## src/rtl/regfile_read_port_pkg.sv

```systemverilog
// Shared constants for the register-file read path.
//   NREG        number of registers / wordlines
//   IDW         register ID width
//   DW          register data width
//   ZERO_REG_ID register that reads as constant zero when enabled
package regfile_read_port_pkg;
  localparam int NREG        = 16;
  localparam int IDW         = 4;
  localparam int DW          = 16;
  localparam int ZERO_REG_ID = 0;
endpackage

```

## src/rtl/regfile_wl_decoder.sv

```systemverilog
// One-hot wordline decoder for one read port of the register array.
// Ports:
//   i_en  decode enable (stage holds a valid request)
//   i_id  register ID to select
//   o_wl  one-hot ReadEnable wordlines, all zero when disabled or when
//         the constant-zero register is addressed
module regfile_wl_decoder #(
  parameter int NREG     = regfile_read_port_pkg::NREG,
  parameter int IDW      = regfile_read_port_pkg::IDW,
  parameter int ZERO_REG = 1
) (
  input  logic            i_en,
  input  logic [IDW-1:0]  i_id,
  output logic [NREG-1:0] o_wl
);
  import regfile_read_port_pkg::*;

  logic w_zero_hit;

  assign w_zero_hit = (ZERO_REG != 0) && (i_id == IDW'(ZERO_REG_ID));

  always_comb begin
    o_wl = '0;
    if (i_en && !w_zero_hit) begin
      o_wl[i_id] = 1'b1;
    end
  end
endmodule

```

## src/rtl/regfile_read_port.sv

```systemverilog
// Read-side controller between decode and the bitline register array.
// Two-stage pipeline: S1 drives the wordlines from registered source IDs,
// S2 holds the captured operands until the consumer takes them.
// Ports:
//   clk, rst              clock, asynchronous active-low reset
//   req_valid/req_ready   source-ID request handshake (src1, src2)
//   wr_en/wr_reg/wr_data  same-cycle write-back, forwarded on a match
//   ReadEnable1/2         one-hot wordlines to the array
//   Bitline1/2            shared bitline buses from the array
//   rsp_valid/rsp_ready   operand response handshake (rd_data1, rd_data2)
module regfile_read_port #(
  parameter int NREG     = regfile_read_port_pkg::NREG,
  parameter int IDW      = regfile_read_port_pkg::IDW,
  parameter int DW       = regfile_read_port_pkg::DW,
  parameter int ZERO_REG = 1
) (
  input  logic            clk,
  input  logic            rst,
  input  logic            req_valid,
  output logic            req_ready,
  input  logic [IDW-1:0]  src1,
  input  logic [IDW-1:0]  src2,
  input  logic            wr_en,
  input  logic [IDW-1:0]  wr_reg,
  input  logic [DW-1:0]   wr_data,
  output logic [NREG-1:0] ReadEnable1,
  output logic [NREG-1:0] ReadEnable2,
  input  logic [DW-1:0]   Bitline1,
  input  logic [DW-1:0]   Bitline2,
  output logic            rsp_valid,
  input  logic            rsp_ready,
  output logic [DW-1:0]   rd_data1,
  output logic [DW-1:0]   rd_data2
);
  import regfile_read_port_pkg::*;

  logic           r_s1_valid;
  logic [IDW-1:0] r_s1_src1;
  logic [IDW-1:0] r_s1_src2;
  logic           r_rsp_valid;
  logic [DW-1:0]  r_rd_data1;
  logic [DW-1:0]  r_rd_data2;

  logic           w_s1_adv;
  logic           w_req_ready;
  logic [DW-1:0]  w_cap1;
  logic [DW-1:0]  w_cap2;

  // Operand selection: constant zero, then write-back forwarding (the array
  // only updates at the edge, so its bitline is one write behind), then bus.
  function automatic logic [DW-1:0] f_capture(
    input logic [IDW-1:0] src,
    input logic           we,
    input logic [IDW-1:0] wreg,
    input logic [DW-1:0]  wdata,
    input logic [DW-1:0]  bitline
  );
    logic zero_hit;
    zero_hit = (ZERO_REG != 0) && (src == IDW'(ZERO_REG_ID));
    if (zero_hit) begin
      f_capture = '0;
    end else if (we && (wreg == src)) begin
      f_capture = wdata;
    end else begin
      f_capture = bitline;
    end
  endfunction

  assign w_s1_adv    = r_s1_valid && (!r_rsp_valid || rsp_ready);
  assign w_req_ready = !r_s1_valid || w_s1_adv;
  assign w_cap1      = f_capture(r_s1_src1, wr_en, wr_reg, wr_data, Bitline1);
  assign w_cap2      = f_capture(r_s1_src2, wr_en, wr_reg, wr_data, Bitline2);

  // Decoders see only registered state, so the wordlines do not glitch
  // with upstream request activity.
  regfile_wl_decoder #(
    .NREG     (NREG),
    .IDW      (IDW),
    .ZERO_REG (ZERO_REG)
  ) u_wl_dec1 (
    .i_en (r_s1_valid),
    .i_id (r_s1_src1),
    .o_wl (ReadEnable1)
  );

  regfile_wl_decoder #(
    .NREG     (NREG),
    .IDW      (IDW),
    .ZERO_REG (ZERO_REG)
  ) u_wl_dec2 (
    .i_en (r_s1_valid),
    .i_id (r_s1_src2),
    .o_wl (ReadEnable2)
  );

  always_ff @(posedge clk or negedge rst) begin
    if (!rst) begin
      r_s1_valid  <= 1'b0;
      r_s1_src1   <= '0;
      r_s1_src2   <= '0;
      r_rsp_valid <= 1'b0;
      r_rd_data1  <= '0;
      r_rd_data2  <= '0;
    end else begin
      if (req_valid && w_req_ready) begin
        r_s1_valid <= 1'b1;
        r_s1_src1  <= src1;
        r_s1_src2  <= src2;
      end else if (w_s1_adv) begin
        r_s1_valid <= 1'b0;
      end

      // S2 is a snapshot: data only changes when a new request advances in.
      if (w_s1_adv) begin
        r_rsp_valid <= 1'b1;
        r_rd_data1  <= w_cap1;
        r_rd_data2  <= w_cap2;
      end else if (r_rsp_valid && rsp_ready) begin
        r_rsp_valid <= 1'b0;
      end
    end
  end

  assign req_ready = w_req_ready;
  assign rsp_valid = r_rsp_valid;
  assign rd_data1  = r_rd_data1;
  assign rd_data2  = r_rd_data2;
endmodule
```

## config.mk

```make
export PLATFORM = sky130hd
export DESIGN_NAME = regfile_read_port
export DESIGN_NICKNAME = d
export VERILOG_FILES = /design/src/rtl/regfile_read_port_pkg.sv /design/src/rtl/regfile_wl_decoder.sv /design/src/rtl/regfile_read_port.sv
export SDC_FILE = /design/constraint.sdc
export NUM_CORES = 1
export LEC_CHECK = 0
export CAP_MARGIN = 5
export CORE_MARGIN = 2
export CORE_UTILIZATION = 42
export DETAILED_ROUTE_END_ITERATION = 10
export PLACE_DENSITY_LB_ADDON = 0.05
export SLEW_MARGIN = 20
export SYNTH_ARGS = -nofsm -noshare
export SYNTH_HDL_FRONTEND = slang
export SYNTH_SLANG_ARGS = --single-unit
```

## constraint.sdc

```tcl
create_clock -name clk -period 2.9 [get_ports clk]
set_input_delay 0.58 -clock clk [delete_from_list [all_inputs] [get_ports clk]]
set_output_delay 0.58 -clock clk [all_outputs]
set_load 0.02 [all_outputs]
```

==> summary.md <==
| Metric | Value |
|---|---|
| Run status | `finished, final reports clean` |
| Met1 global-route usage | `31.06%` |
| Share of layout cells above drive strength 1 | `12.59%` |
| Maximum number of pins on one net before global-route repair | `43` |
| Fill count | `546` |
| Setup crit end kind | `output pin` |
| Hold Fails Final Rpt | `0` |
| Fraction of the cycle the final worst path needs | `87.86%` |
| Post-DR wirelength/cell | `15.39 um` |
| Max-capacitance violation count | `0` |
| Remaining Overflow, GRT | `0` |
| Maximum VDD drop | `0.3123 mV` |
| Clock buffer count from CTS | `5` |
| CTS tree | `yes` |
| Clock root buffer master | `sky130_fd_sc_hd__clkbuf_8` |
| Global-route wire length before repair | `11,390 um` |
| Sequential element share of the synthesized area | `41.30%` |
| Tightest Hold Check Type | `in2async` |
| Number of gates resized after cts | `0` |
| Static leakage | `1.553 nW` |
| Synth cell types | `27` |
| Total design power | `2.081 mW` |
| Synth Cell Area | `0.002545 mm^2` |
| Ant. Diodes | `0` |
| Synth Register Bits | `42` |
| Number of failing setup endpoints in the final timing report | `0` |
| CP max FO | `10` |
| Initial standard-cell utilization of the core | `43.24%` |
| Post-DR vias/cell | `5.331` |
| Max Clock Freq | `392.5 MHz` |
| Half-perimeter wire length after placement | `5437 um` |
| Power density over cell area | `531.1 mW/mm^2` |
| Worst endpoint data arrival time | `1.97 ns` |
| DR pass1 iterations | `4` |
| Number of pins exceeding their max-slew limit in the final report | `0` |
| Crit path time final | `2.548 ns` |
| Avg Inst Size Synth | `9.089 um^2` |
| Element type at the critical path start | `flip-flop` |
| Standard-cell row count | `28` |
| Post-synthesis to final-layout area growth | `53.98%` |
| DR vias | `2,516` |
| Layer carrying the most global-route usage | `met2` |
| Post-CTS Setup Inserts | `0` |
| Total global-route track usage | `22.17%` |
| Worst setup path class | `reg2out` |
| Die Y | `81.84 um` |
| Via count of the first global-routing pass | `2,364` |
| Placer congestion estimate | `0.7647` |
| Slew at the pin with the worst max-slew slack | `0.9407 ns` |
| Final setup skew | `0.01248 ns` |
| Seq. cell area | `0.001051 mm^2` |
| Die X | `81.84 um` |
| Finished Core Util | `66.58%` |
| Global routing met3 resource utilization | `5.495%` |
| GRT met2 Usage | `34.72%` |
| Final net count | `461` |
| Multi-input combinational cell area | `0.001324 mm^2` |
| Count of H-tree levels built during CTS | `2` |
| Core outline area | `0.005886 mm^2` |
| Initial antenna violation count | `0` |
| Required time of the worst setup path | `2.32 ns` |
| Skew-Pair Late Insertion Delay | `0.29 ns` |
| Top-level I/O count | `131` |
| Floorplan die area | `0.006698 mm^2` |
| Fin Setup TNS | `0 ns` |
| Clock sink count | `42` |
| Unrepaired setup endpoints after global routing | `false` |
| Yosys warning count | `0` |
| Clock Pin Slew Worst Setup and Hold Paths | `0.08 ns` |
| Iter 0 DRT Violations | `89` |
| Worst slew margin | `37.29%` |
| Count of mapped cells out of synthesis | `280` |
| ANT nets after route | `0` |
| Number of buffers added to fix hold violations after cts | `0` |
| Residual DRC count | `0` |
| Number of input and output port buffers inserted | `128` |
| Maximum buffer depth of the clock tree | `2` |
| Post-Route WL | `7264 um` |
[power by group]
part	switching [mW]	internal (mW)
combinational	0.431	0.408
clock	0.193	0.258
sequential	0.0986	0.693
[Yosys cell counts]
cell	number	share of area, %
sky130_fd_sc_hd__nand4_1	32	7.9
sky130_fd_sc_hd__dfrtp_1	42	41
sky130_fd_sc_hd__buf_4	4	1.2
sky130_fd_sc_hd__nor3_1	18	3.5
sky130_fd_sc_hd__nor2_1	10	1.5
sky130_fd_sc_hd__nand2_1	71	10
sky130_fd_sc_hd__o211ai_1	12	3.5
sky130_fd_sc_hd__clkbuf_1	15	2.2
sky130_fd_sc_hd__inv_1	2	0.30
sky130_fd_sc_hd__and2_1	2	0.49
sky130_fd_sc_hd__nor3_2	2	0.79
sky130_fd_sc_hd__mux2_2	8	3.5
sky130_fd_sc_hd__o211ai_2	20	9.8
sky130_fd_sc_hd__buf_8	1	0.59
sky130_fd_sc_hd__xnor2_1	2	0.69
sky130_fd_sc_hd__nand3_1	2	0.39
sky130_fd_sc_hd__nor2b_1	1	0.25
sky130_fd_sc_hd__nand2b_1	9	2.2
sky130_fd_sc_hd__buf_6	6	2.7
sky130_fd_sc_hd__nor4_1	4	0.98
sky130_fd_sc_hd__or2_2	1	0.25
sky130_fd_sc_hd__conb_1	1	0.15
sky130_fd_sc_hd__nor3_4	2	1.3
sky130_fd_sc_hd__buf_2	2	0.39
sky130_fd_sc_hd__nand3b_1	3	0.88
sky130_fd_sc_hd__and2_4	2	0.69
sky130_fd_sc_hd__xor2_1	6	2.1
[per-layer routing]
layer	up-vias	wire, um
li1	1229	-
met1	1181	3366
met2	98	3335
met3	8	466
met4	0	96
met5	-	0
[cell type report]
cell class	instances	share of cell area, %
timing repair buffer	136	34.10
tap	75	2.395
sequential	42	26.82
clock buffer	7	1.948
inverter	2	0.1916
clock inverter	1	0.7663
multi-input combinational	209	33.78
[cells in the final DEF, fill, tap and decap left out, types with 2 or more instances in the layout]
master,n
sky130_fd_sc_hd__nand2_1,71
sky130_fd_sc_hd__o211ai_2,20
sky130_fd_sc_hd__conb_1,2
sky130_fd_sc_hd__o211ai_1,12
sky130_fd_sc_hd__nor3_4,4
sky130_fd_sc_hd__nand3b_1,3
sky130_fd_sc_hd__buf_4,8
sky130_fd_sc_hd__nor4_1,4
sky130_fd_sc_hd__nand2b_1,9
sky130_fd_sc_hd__clkdlybuf4s50_1,127
sky130_fd_sc_hd__mux2_2,8
sky130_fd_sc_hd__inv_1,2
sky130_fd_sc_hd__nand3_1,2
sky130_fd_sc_hd__and2_4,2
sky130_fd_sc_hd__and2_1,2
sky130_fd_sc_hd__xor2_1,6
sky130_fd_sc_hd__nand4_1,32
sky130_fd_sc_hd__dfrtp_1,42
sky130_fd_sc_hd__nor3_1,18
sky130_fd_sc_hd__nor2_1,10
sky130_fd_sc_hd__clkbuf_8,5
sky130_fd_sc_hd__clkbuf_1,2
sky130_fd_sc_hd__xnor2_1,2
[state kept, by name, indices dropped and copies added, names as in the netlist]
name,flops
rsp_valid,1
rd_data1,16
r_s1_valid,1
r_s1_src1,4
rd_data2,16
r_s1_src2,4
[cells by family after synthesis]
| kind of cell | count (synthesis) | share of synthesized area (%) |
|---|---|---|
| compound gates | 32 | 13.37 |
| xor+xnor | 8 | 2.753 |
| buf+inv | 30 | 7.325 |
| flops | 42 | 41.30 |
| mux | 8 | 3.540 |
| other cells | 1 | 0.1474 |
| simple gates | 159 | 31.56 |
[worst max-delay path, stage by stage (launching register included)]
cell,delay (ns)
sky130_fd_sc_hd__dfrtp_1,0.55
sky130_fd_sc_hd__nand2_1,0.27
sky130_fd_sc_hd__nor4_1,0.23
sky130_fd_sc_hd__clkdlybuf4s50_1,0.65
[final timing paths]
kind                                           from                        to  slack (ns)  cells after the start
setup / recovery             r_s1_valid$_DFFE_PN0P_            ReadEnable1[1]        0.35                      3
setup reg to reg           r_s1_src2[2]$_DFFE_PN0P_   rd_data2[3]$_DFFE_PN0P_        1.15                      5
hold / removal                                  rst   rd_data2[2]$_DFFE_PN0P_        0.44                      1
min in group clk           rd_data1[13]$_DFFE_PN0P_  rd_data1[13]$_DFFE_PN0P_        0.49                      2
hold reg to reg            rd_data1[13]$_DFFE_PN0P_  rd_data1[13]$_DFFE_PN0P_        0.49                      2
max in group asynchronous                       rst   rd_data2[3]$_DFFE_PN0P_        1.88                      1
[per-stage QoR]
step	setup slack, ns	hold slack, ns	cell area, um^2	std cells
2_1_floorplan	0.9782	0.2844	2549	281
3_3_place_gp	0.5390	0.4689	3812	464
3_5_place_dp	0.5022	0.4751	3812	464
4_1_cts	0.3194	0.4725	3919	472
5_1_grt	0.1697	0.5078	3919	472
6_report	0.3521	0.4435	3919	472
(Power assumes the default switching activity.)
